--- config.mk ---
export PLATFORM = sky130hd
export DESIGN_NAME = sprite_motion_ctrl
export DESIGN_NICKNAME = d
export VERILOG_FILES = /design/src/rtl/sprite_pkg.sv /design/src/rtl/sprite_motion_ctrl_lfsr16.sv /design/src/rtl/sprite_motion_ctrl.sv
export SDC_FILE = /design/constraint.sdc
export NUM_CORES = 1
export LEC_CHECK = 0
export CORE_MARGIN = 1
export CORE_UTILIZATION = 48
export CTS_CLUSTER_DIAMETER = 80
export CTS_CLUSTER_SIZE = 25
export DETAILED_ROUTE_END_ITERATION = 8
export PLACE_DENSITY = 0.8
export SLEW_MARGIN = 20
export SYNTH_ARGS = -nofsm -noshare
export SYNTH_HDL_FRONTEND = slang
export SYNTH_SLANG_ARGS = --single-unit
--- constraint.sdc ---
create_clock -name clk -period 6 [get_ports clk]
set_clock_uncertainty 0.15 [all_clocks]
set_input_delay 0.9 -clock clk [delete_from_list [all_inputs] [get_ports clk]]
set_output_delay 0.9 -clock clk [all_outputs]
set_load 0.03 [all_outputs]
--- src/rtl/sprite_pkg.sv ---
// -----------------------------------------------------------------------------
// sprite_pkg
// Shared definitions for the sprite motion controller and the stages around it
// (sprite detection, VGA timing): screen and sprite dimensions, the FSM state
// encoding, and a helper that steps one axis with edge bounce.
// -----------------------------------------------------------------------------
package sprite_pkg;

    // Screen geometry shared with the detection and VGA stages.
    localparam int SCREEN_WIDTH  = 640;
    localparam int SCREEN_HEIGHT = 480;
    localparam int SPRITE_EDGE   = 32;

    // Position registers are 10 bits; arithmetic is done signed in 12 bits
    // so that an overshoot past either edge is visible before clamping.
    localparam int POS_W  = 10;
    localparam int CALC_W = 12;

    // Feedback mask of the 16-bit Galois respawn LFSR.
    localparam logic [15:0] LFSR_TAPS = 16'hB400;

    // Target life-cycle states; the encoding is visible on the state port.
    typedef enum logic [2:0] {
        ST_FLY     = 3'd0,
        ST_ESCAPE  = 3'd1,
        ST_HIT     = 3'd2,
        ST_FALL    = 3'd3,
        ST_RESPAWN = 3'd4
    } state_e;

    // One axis of motion: position plus direction (neg=1 means moving
    // towards zero).
    typedef struct packed {
        logic [POS_W-1:0] pos;
        logic             neg;
    } axis_t;

    // Moves one axis by step in its current direction. Touching or passing
    // an edge pins the position to that edge and turns the direction around,
    // so the sprite never leaves the [0, limit] window.
    function automatic axis_t bounceStep(input logic [POS_W-1:0] pos,
                                         input logic             neg,
                                         input int               step,
                                         input int               limit);
        axis_t                    res;
        logic signed [CALC_W-1:0] cur;
        logic signed [CALC_W-1:0] delta;
        logic signed [CALC_W-1:0] nxt;
        logic signed [CALC_W-1:0] lim;
        cur   = $signed({2'b00, pos});
        delta = CALC_W'(step);
        lim   = CALC_W'(limit);
        nxt   = neg ? (cur - delta) : (cur + delta);
        if (nxt >= lim) begin
            res.pos = lim[POS_W-1:0];
            res.neg = 1'b1;
        end else if (nxt <= 12'sd0) begin
            res.pos = '0;
            res.neg = 1'b0;
        end else begin
            res.pos = nxt[POS_W-1:0];
            res.neg = neg;
        end
        return res;
    endfunction

endpackage

--- src/rtl/sprite_motion_ctrl_lfsr16.sv ---
// -----------------------------------------------------------------------------
// lfsr16
// Free-running 16-bit Galois LFSR used to pick respawn positions. It shifts
// right every clock; when the bit shifted out is 1 the tap mask is XORed in.
//   clk_i   : clock
//   reset_i : synchronous active-high reset, loads SEED
//   lfsr_o  : low OUT_W bits of the current LFSR state
// -----------------------------------------------------------------------------
module lfsr16
    import sprite_pkg::*;
#(
    parameter logic [15:0] SEED  = 16'hACE1,
    parameter int          OUT_W = 16
) (
    input  logic             clk_i,
    input  logic             reset_i,
    output logic [OUT_W-1:0] lfsr_o
);

    logic [15:0] lfsr_q;
    logic [15:0] lfsr_d;

    // Next state: right shift, folding the tap mask back in whenever the
    // outgoing bit is set. A non-zero seed keeps it off the all-zero lock-up.
    always_comb begin
        lfsr_d = {1'b0, lfsr_q[15:1]} ^ (lfsr_q[0] ? LFSR_TAPS : 16'h0000);
    end

    // State register; the seed is reloaded on every reset.
    always_ff @(posedge clk_i) begin
        if (reset_i) begin
            lfsr_q <= SEED;
        end else begin
            lfsr_q <= lfsr_d;
        end
    end

    assign lfsr_o = lfsr_q[OUT_W-1:0];

endmodule

--- src/rtl/sprite_motion_ctrl.sv ---
// -----------------------------------------------------------------------------
// sprite_motion_ctrl
// Drives the position of a 32x32 target sprite through its game life-cycle:
// fly with edge bounce, freeze when hit, fall, stay hidden, respawn at a
// pseudo-random spot, and escape upwards after flying too long. Positions
// only move on the frame-start pulse so the sprite is stable during video.
//   clk            : system/pixel clock
//   reset          : synchronous active-high reset
//   frame_tick     : one-cycle pulse at the start of vertical blank
//   hit            : one-cycle pulse, player shot landed on the sprite
//   sprite_x/_y    : sprite left/top edge for the detection stage
//   sprite_visible : sprite is to be drawn
//   state          : current FSM state (sprite_pkg encoding)
//   score, misses  : hit and escape counters, wrapping at 8 bits
// -----------------------------------------------------------------------------
module sprite_motion_ctrl
    import sprite_pkg::*;
#(
    parameter int          SCREEN_W       = SCREEN_WIDTH,
    parameter int          SCREEN_H       = SCREEN_HEIGHT,
    parameter int          SPRITE_SIZE    = SPRITE_EDGE,
    parameter int          SPEED          = 2,
    parameter int          FALL_SPEED     = 4,
    parameter int          HIT_FRAMES     = 30,
    parameter int          RESPAWN_FRAMES = 60,
    parameter int          FLY_FRAMES     = 600,
    parameter logic [15:0] LFSR_SEED      = 16'hACE1
) (
    input  logic       clk,
    input  logic       reset,
    input  logic       frame_tick,
    input  logic       hit,
    output logic [9:0] sprite_x,
    output logic [9:0] sprite_y,
    output logic       sprite_visible,
    output logic [2:0] state,
    output logic [7:0] score,
    output logic [7:0] misses
);

    localparam int          XMAX    = SCREEN_W - SPRITE_SIZE;
    localparam int          YMAX    = SCREEN_H - SPRITE_SIZE;
    localparam logic [9:0]  X_START = 10'(XMAX / 2);
    localparam logic [9:0]  Y_LIMIT = 10'(YMAX);

    state_e      state_q,   state_d;
    logic [9:0]  xPos_q,    xPos_d;
    logic [9:0]  yPos_q,    yPos_d;
    logic        dxNeg_q,   dxNeg_d;
    logic        dyNeg_q,   dyNeg_d;
    logic [15:0] cnt_q,     cnt_d;
    logic [7:0]  score_q,   score_d;
    logic [7:0]  misses_q,  misses_d;
    logic        visible_q, visible_d;

    logic [9:0]               lfsrVal;
    axis_t                    xStep;
    axis_t                    yStep;
    logic signed [CALC_W-1:0] yEsc;
    logic signed [CALC_W-1:0] yFall;
    logic [9:0]               yEscPos;
    logic [9:0]               yFallPos;
    logic [15:0]              cntInc;

    // Only the low ten bits feed the respawn position and direction.
    lfsr16 #(
        .SEED  (LFSR_SEED),
        .OUT_W (10)
    ) uLfsr (
        .clk_i   (clk),
        .reset_i (reset),
        .lfsr_o  (lfsrVal)
    );

    // Next-state and datapath. Candidate moves are computed up front for
    // every mode, then the state case picks which ones to commit. A hit in
    // FLY or ESCAPE takes priority over a frame tick in the same cycle, so
    // the sprite freezes exactly where it was shot.
    always_comb begin
        state_d   = state_q;
        xPos_d    = xPos_q;
        yPos_d    = yPos_q;
        dxNeg_d   = dxNeg_q;
        dyNeg_d   = dyNeg_q;
        cnt_d     = cnt_q;
        score_d   = score_q;
        misses_d  = misses_q;

        cntInc   = cnt_q + 16'd1;
        xStep    = bounceStep(xPos_q, dxNeg_q, SPEED, XMAX);
        yStep    = bounceStep(yPos_q, dyNeg_q, SPEED, YMAX);
        yEsc     = $signed({2'b00, yPos_q}) - CALC_W'(SPEED);
        yFall    = $signed({2'b00, yPos_q}) + CALC_W'(FALL_SPEED);
        yEscPos  = (yEsc <= 12'sd0) ? 10'd0 : yEsc[9:0];
        yFallPos = (yFall >= CALC_W'(YMAX)) ? Y_LIMIT : yFall[9:0];

        case (state_q)
            ST_FLY, ST_ESCAPE: begin
                if (hit) begin
                    state_d = ST_HIT;
                    score_d = score_q + 8'd1;
                    cnt_d   = '0;
                end else if (frame_tick) begin
                    xPos_d  = xStep.pos;
                    dxNeg_d = xStep.neg;
                    if (state_q == ST_FLY) begin
                        yPos_d  = yStep.pos;
                        dyNeg_d = yStep.neg;
                        if (cntInc == 16'(FLY_FRAMES)) begin
                            state_d = ST_ESCAPE;
                            cnt_d   = '0;
                        end else begin
                            cnt_d = cntInc;
                        end
                    end else begin
                        yPos_d = yEscPos;
                        if (yEscPos == 10'd0) begin
                            state_d  = ST_RESPAWN;
                            misses_d = misses_q + 8'd1;
                            cnt_d    = '0;
                        end
                    end
                end
            end
            ST_HIT: begin
                if (frame_tick) begin
                    if (cntInc == 16'(HIT_FRAMES)) begin
                        state_d = ST_FALL;
                        cnt_d   = '0;
                    end else begin
                        cnt_d = cntInc;
                    end
                end
            end
            ST_FALL: begin
                if (frame_tick) begin
                    yPos_d = yFallPos;
                    if (yFallPos == Y_LIMIT) begin
                        state_d = ST_RESPAWN;
                        cnt_d   = '0;
                    end
                end
            end
            ST_RESPAWN: begin
                // x = {0, lfsr[8:0]} tops out at 511, which is always
                // inside the screen, so no clamp is needed here.
                if (frame_tick) begin
                    if (cntInc == 16'(RESPAWN_FRAMES)) begin
                        state_d = ST_FLY;
                        xPos_d  = {1'b0, lfsrVal[8:0]};
                        yPos_d  = Y_LIMIT;
                        dxNeg_d = lfsrVal[9];
                        dyNeg_d = 1'b1;
                        cnt_d   = '0;
                    end else begin
                        cnt_d = cntInc;
                    end
                end
            end
            default: begin
                state_d = ST_FLY;
                cnt_d   = '0;
            end
        endcase

        visible_d = (state_d != ST_RESPAWN);
    end

    // State and datapath registers. Reset parks the sprite mid-screen on
    // the bottom edge heading up-right, whatever it was doing before.
    always_ff @(posedge clk) begin
        if (reset) begin
            state_q   <= ST_FLY;
            xPos_q    <= X_START;
            yPos_q    <= Y_LIMIT;
            dxNeg_q   <= 1'b0;
            dyNeg_q   <= 1'b1;
            cnt_q     <= '0;
            score_q   <= '0;
            misses_q  <= '0;
            visible_q <= 1'b1;
        end else begin
            state_q   <= state_d;
            xPos_q    <= xPos_d;
            yPos_q    <= yPos_d;
            dxNeg_q   <= dxNeg_d;
            dyNeg_q   <= dyNeg_d;
            cnt_q     <= cnt_d;
            score_q   <= score_d;
            misses_q  <= misses_d;
            visible_q <= visible_d;
        end
    end

    assign sprite_x       = xPos_q;
    assign sprite_y       = yPos_q;
    assign sprite_visible = visible_q;
    assign state          = state_q;
    assign score          = score_q;
    assign misses         = misses_q;

endmodule

---- Yosys cells after proc, flatten, opt, wreduce, memory -nomap -nowiden ----
Index checks and enable logic that the tools add are counted.
operators by class
  shifts and indexed selects .............. 0
  div/mod/pow operators ................... 0
  muxes and demuxes ....................... 56
  $lt $le $gt $ge ......................... 6
  $mul .................................... 0
  eq/ne operators ......................... 21
  $add $sub $neg .......................... 8
  reduce and logical (&&, ||, !) cells .... 12
  bitwise logic cells ..................... 3
operators with widths
  operator                                               count
  two-way mux 16 bit                                     12
  two-way mux 10 bit                                     12
  case mux 16 bit (4 select lines)                       1
  two-way mux 11 bit                                     4
  two-way mux 3 bit                                      11
  case mux 10 bit (3 select lines)                       1
  <= comparator 12 x 1 -> 1 bit, second input constant   2
  two-way mux 12 bit                                     2
  adder 10 x 2 -> 11 bit, second input constant          2
  subtractor 10 x 2 -> 11 bit, second input constant     2
  case mux 10 bit (2 select lines)                       1
  AND reduction 6 bit                                    3
  adder 16 x 1 -> 16 bit, second input constant          1
  adder 8 x 1 -> 8 bit, second input constant            2
  equality test 16 x 10 -> 1 bit, second input constant  1
  equality test 16 x 5 -> 1 bit, second input constant   1
  equality test 16 x 6 -> 1 bit, second input constant   1
  inequality test 2 bit, second input constant           8
  bitwise XOR 15 x 16 -> 16 bit                          1
  >= comparator 12 x 10 -> 1 bit, second input constant  1
  >= comparator 12 x 11 -> 1 bit, second input constant  1
  inequality test 3 bit, second input constant           4
  case mux 3 bit (4 select lines)                        1
  adder 10 x 3 -> 11 bit, second input constant          1
  18 further kinds                                       30
word-level totals
  bits in latches ......................... 0
  output and inout port bits .............. 40
  logic and storage cells ................. 116
  input bits .............................. 4
  bits in writable memories ............... 0
  bits in read-only memories .............. 0
  register bits ........................... 74
  memories kept ........................... 0

---- Depth between registers and ports, before layout ----
  depth after elaboration ................. 10
  gate-level depth with buffers ........... 13
  mapped depth without buffers ............ 11

---- Cells and area by module ----
A second synthesis with hierarchy kept.
unflattened totals
  cell total of the unflattened synthesis .. 591
  area, all modules ....................... 4704.5 um^2
modules (own cells, without submodules)
  module              times used  cells each  area each (um^2)  sequential area each (um^2)
  sprite_motion_ctrl  1           545         4166.5            1161.1
  lfsr16              1           46          538.0             320.3

---- Worst setup path before layout ----
Ideal clock, no wire load.
  path type ............................... reg-to-reg
  start point ............................. register yPos_q[3] (netlist: sprite_y[3])
  end point ............................... register cnt_q[14]
  setup time .............................. 0.079 ns
  required time ........................... 5.771 ns
  path slack .............................. 2.688 ns
  stages on the path, launching flop included .. 14
  data arrival time ....................... 3.082 ns
  period minus slack after synthesis ...... 3.312 ns
  path buffers ............................ 2
  path through ............................ dfxtp_1 > buf_2 > inv_1 > ha_1 > a21boi_2 > nand2_1 > or3_4 > o21ai_4 > nor4_2 > or3_1 > buf_2 > or3_1 > xor2_1 > a211oi_2
between the ends
  cells in the longest elaborated chain, start to end .. 6
  elaborated cells between the ends (all ways) .. 11
  those cells by class .................... add/sub: 2; order compare: 2; eq/ne: 3; mux: 2; reduce/logical: 2
RTL lines
  what                                                                            RTL line                                              RTL
  start: declaration                                                              sprite_motion_ctrl.sv:48                              logic [9:0] yPos_q, yPos_d;
  start signal: assignment                                                        sprite_motion_ctrl.sv:185                             yPos_q <= yPos_d;
  adder 10 x 3 -> 11 bit or subtractor 10 x 2 -> 11 bit (tied branches)           sprite_motion_ctrl.sv:93, sprite_motion_ctrl.sv:92
  >= comparator 11 x 9 -> 1 bit or <= comparator 11 x 1 -> 1 bit (tied branches)  sprite_motion_ctrl.sv:95, sprite_motion_ctrl.sv:94
  two-way mux 10 bit (on tied branches)                                           sprite_motion_ctrl.sv:95, sprite_motion_ctrl.sv:94
  equality test 10 x 9 -> 1 bit or logical NOT 10 bit (tied branches)             sprite_motion_ctrl.sv:138, sprite_motion_ctrl.sv:117
  inequality test 2 bit (no line) or inequality test 4 bit (tied branches)        n/a
  AND reduction 6 bit (no line) (*)                                               n/a
  end signal: assignment                                                          sprite_motion_ctrl.sv:188                             cnt_q <= cnt_d;
  end: declaration                                                                sprite_motion_ctrl.sv:51                              logic [15:0] cnt_q, cnt_d;
Every way passes the cells marked *; elsewhere a longest branch is shown, timed or not.
A chain may end at the register's enable or synchronous reset.

---- Worst setup path after layout ----
  start point ............................. register yPos_q[3] (netlist: sprite_y[3])
  end point ............................... register cnt_q[12]
Same word-level chain as after synthesis.

==> results.cfg <==
[cts]
cts_buffers = 9
insertion_delay_ns = 0.35
cts.repair.resized = 0
postCtsHoldBufs = 0
clockBufferDepth = 2
cts_setup_buffers = 0
cts_sinks = 74
cts-htree-levels = 3
cts_tree = done
clockRootBuffer = clkbuf_8
clkTransAtPathRegs_ns = 0.07

[global_routing]
grt_first_pass_wirelength_mm = 20.6
overflow = 0
grt_antenna_before_repair = 0
track_usage_pct = 25.0
grt_pass1_vias = 4206
grt_max_degree = 64

[sta]
whs_ns = 0.264
tightest_slew_ns = 0.993
slew_viol_final = 0
finalCritPeriodShare_pct = 60.5
setup_viol = 0
finalSetupTns_ns = 0
rsz0062_at_grt = no
max-slew-margin-rel_pct = 33.4
period_minus_slack_ns = 3.63
hold_violations = 0
fmax_ghz = 0.276
fin_ws_ns = 2.37

[synthesis]
avgSynthCellArea_um2 = 7.89
synth_area_mm2 = 0.00477
synth_nets = 620
synth_seq_area_share_pct = 31.0
synth-seq-cells = 74
synthDistinctLibCells = 75
synthArstFlopShare_pct = 0
ys_warn_count = 0
syn-instance-count = 605
synth-edff-count = 0
synth_ff_type = dfxtp_1

[worst_setup_path]
crit_fanout = 14
worst_setup_path_start_kind = flip-flop
worstPathArrival_ns = 3.72
endpoint_kind = flip-flop
cp_cell_sequence = inv_1 > ha_1 > a21boi_2 > nand2_1 > or3_4 > o21ai_4 > nor4_2 > or3_1 > o21ai_2 > nand2_2 > o31ai_1
max_stage_delay_ns = 0.60
critPathKind = flip-flop to flip-flop
rrSetupSlack_ns = 2.37
slowest_stage = dfxtp_1
required_ns = 6.09

[job]
maxCapViolCount = 0

[cells_and_area]
diodes = 0
utilization_pct = 55.7
drive_gt1_share_pct = 6.60
final_common_cell = dfxtp_1
nets = 633
syn_to_final_growth_pct = 12.9
stdcell_count = 754
final_cell_mix = dfxtp_1 (74), nor2_1 (58), nand2_1 (46)

[pwr]
power.static_leakage_nw = 1.88
pwr-share-comb_pct = 18.0
pwr-share-clk_pct = 35.5
p_switching_mw = 0.345
power.density_mw_per_mm2 = 216
ir_drop_mv = 0.162
internal_power_mw = 0.818
netSwitchingFraction_pct = 29.7
seqPwrFrac_pct = 46.5

[placed_design]
dp.cells = 740
dp_slack_ns = 2.17
gp_congestion = 0.940
hpwl_mm = 8.68
io_buffers = 43

[die]
die_w_um = 102
io-pin-count = 44
num_rows = 36
start_util_pct = 49.3
die_area_mm2 = 0.0104
coreArea_mm2 = 0.00968
die_height_um = 102

[routing]
vias = 4646
route.detailed.drc = 0
first_pass_iters = 5
vias_per_cell = 6.16
drt-total-wl_mm = 12.4
ant_nets = 0
first_iter_violations = 385
wire_per_inst_um = 16.4

[min_path]
hold_class = flip-flop to flip-flop

[run_status]
outcome = complete, no violations
==> stage by stage <==
stage | power [mW] | cell area, um2
6_report | 1.16 | 5390
5_1_grt | 1.21 | 5390
4_1_cts | 1.16 | 5390
3_5_place_dp | 0.756 | 5190
3_3_place_gp | 0.751 | 5190
2_1_floorplan | 0.701 | 4770
==> logic make-up (layout without fill, tap and decap cells) <==
| family | Yosys count | in the layout | synth area share, % |
|---|---|---|---|
| adder cells (fa/ha/maj) | 11 | 11 | 2.88 |
| multiplexers | 5 | 5 | 1.05 |
| XOR/XNOR | 47 | 47 | 8.62 |
| AND/OR/NAND/NOR | 264 | 264 | 29.6 |
| flip-flops | 74 | 74 | 31.0 |
| AO/OA/AOI/OAI | 144 | 144 | 21.5 |
| buffers and inverters | 60 | 76 | 5.35 |
==> critical path, delay by kind of cell, from the launching register on <==
family	cells	cell delay, ns
buf+inv	1	0.14
compound gates	4	1.09
flops	1	0.60
simple gates	5	1.33
fa+ha+maj	1	0.22
==> final cells by class <==
cell class	instances	area [um2]
Fill cell	888	4290
Multi-Input combinational cell	471	3040
Timing Repair Buffer	44	433
Sequential cell	74	1480
Clock buffer	9	124
Inverter	18	67.6
Tap cell	133	166
Clock inverter	5	81.3
==> worst paths after layout <==
| check | start | to | cells after the start |
|---|---|---|---|
| max | sprite_y[3] | cnt_q[12] | 11 |
| min | uLfsr.lfsr_q[12] | uLfsr.lfsr_q[11] | 1 |
| max reg2reg | sprite_y[3] | cnt_q[12] | 11 |
| min reg2reg | uLfsr.lfsr_q[12] | uLfsr.lfsr_q[11] | 1 |
==> power groups by stage <==
stage | sequential (mW) | clock (mW) | combinational, mW
finish | 0.540 | 0.413 | 0.210
global route | 0.544 | 0.440 | 0.231
CTS | 0.539 | 0.417 | 0.207
detailed placement | 0.551 | 0 | 0.205
global placement | 0.550 | 0 | 0.201
floorplan | 0.549 | 0 | 0.152
==> cell usage after synthesis (all sizes together), types with 5 or more instances <==
library cell / number / area (um2)
a31oi: 9 / 56.3
inv: 18 / 67.6
mux2i: 5 / 50.1
xnor2: 23 / 201
nor2b: 13 / 81.3
and3: 12 / 75.1
buf: 19 / 101
nand4: 13 / 81.3
and4: 6 / 52.6
nor2: 58 / 218
a22oi: 7 / 52.6
or3: 11 / 78.8
xor2: 24 / 210
nor4: 8 / 62.6
and2: 5 / 31.3
a311oi: 5 / 43.8
nand2: 47 / 179
nand2b: 8 / 50.1
dfxtp: 74 / 1480
nand3: 29 / 145
ha: 11 / 138
clkbuf: 23 / 86.3
nor3: 26 / 140
a21oi: 25 / 129
o31ai: 6 / 45.0
o21ai: 26 / 145
a32oi: 5 / 43.8
a211oi: 15 / 118
or2: 10 / 62.6
==> state kept, by name, summed over array words and instances, names as in the netlist <==
register and cells:
score 8, state 3, uLfsr.lfsr_q 16, dyNeg_q 1, sprite_visible 1, sprite_y 10, sprite_x 10, dxNeg_q 1
cnt_q 16, misses 8
==> per-layer routing <==
metal	GRT usage, %	routed length [um]	part of all wire, %
met5	0	0	0
met4	8.70	190	1.5
met3	4.35	843	6.8
met2	39.6	5770	47
met1	34.0	5570	45
Power figures use the tool's default switching activity.
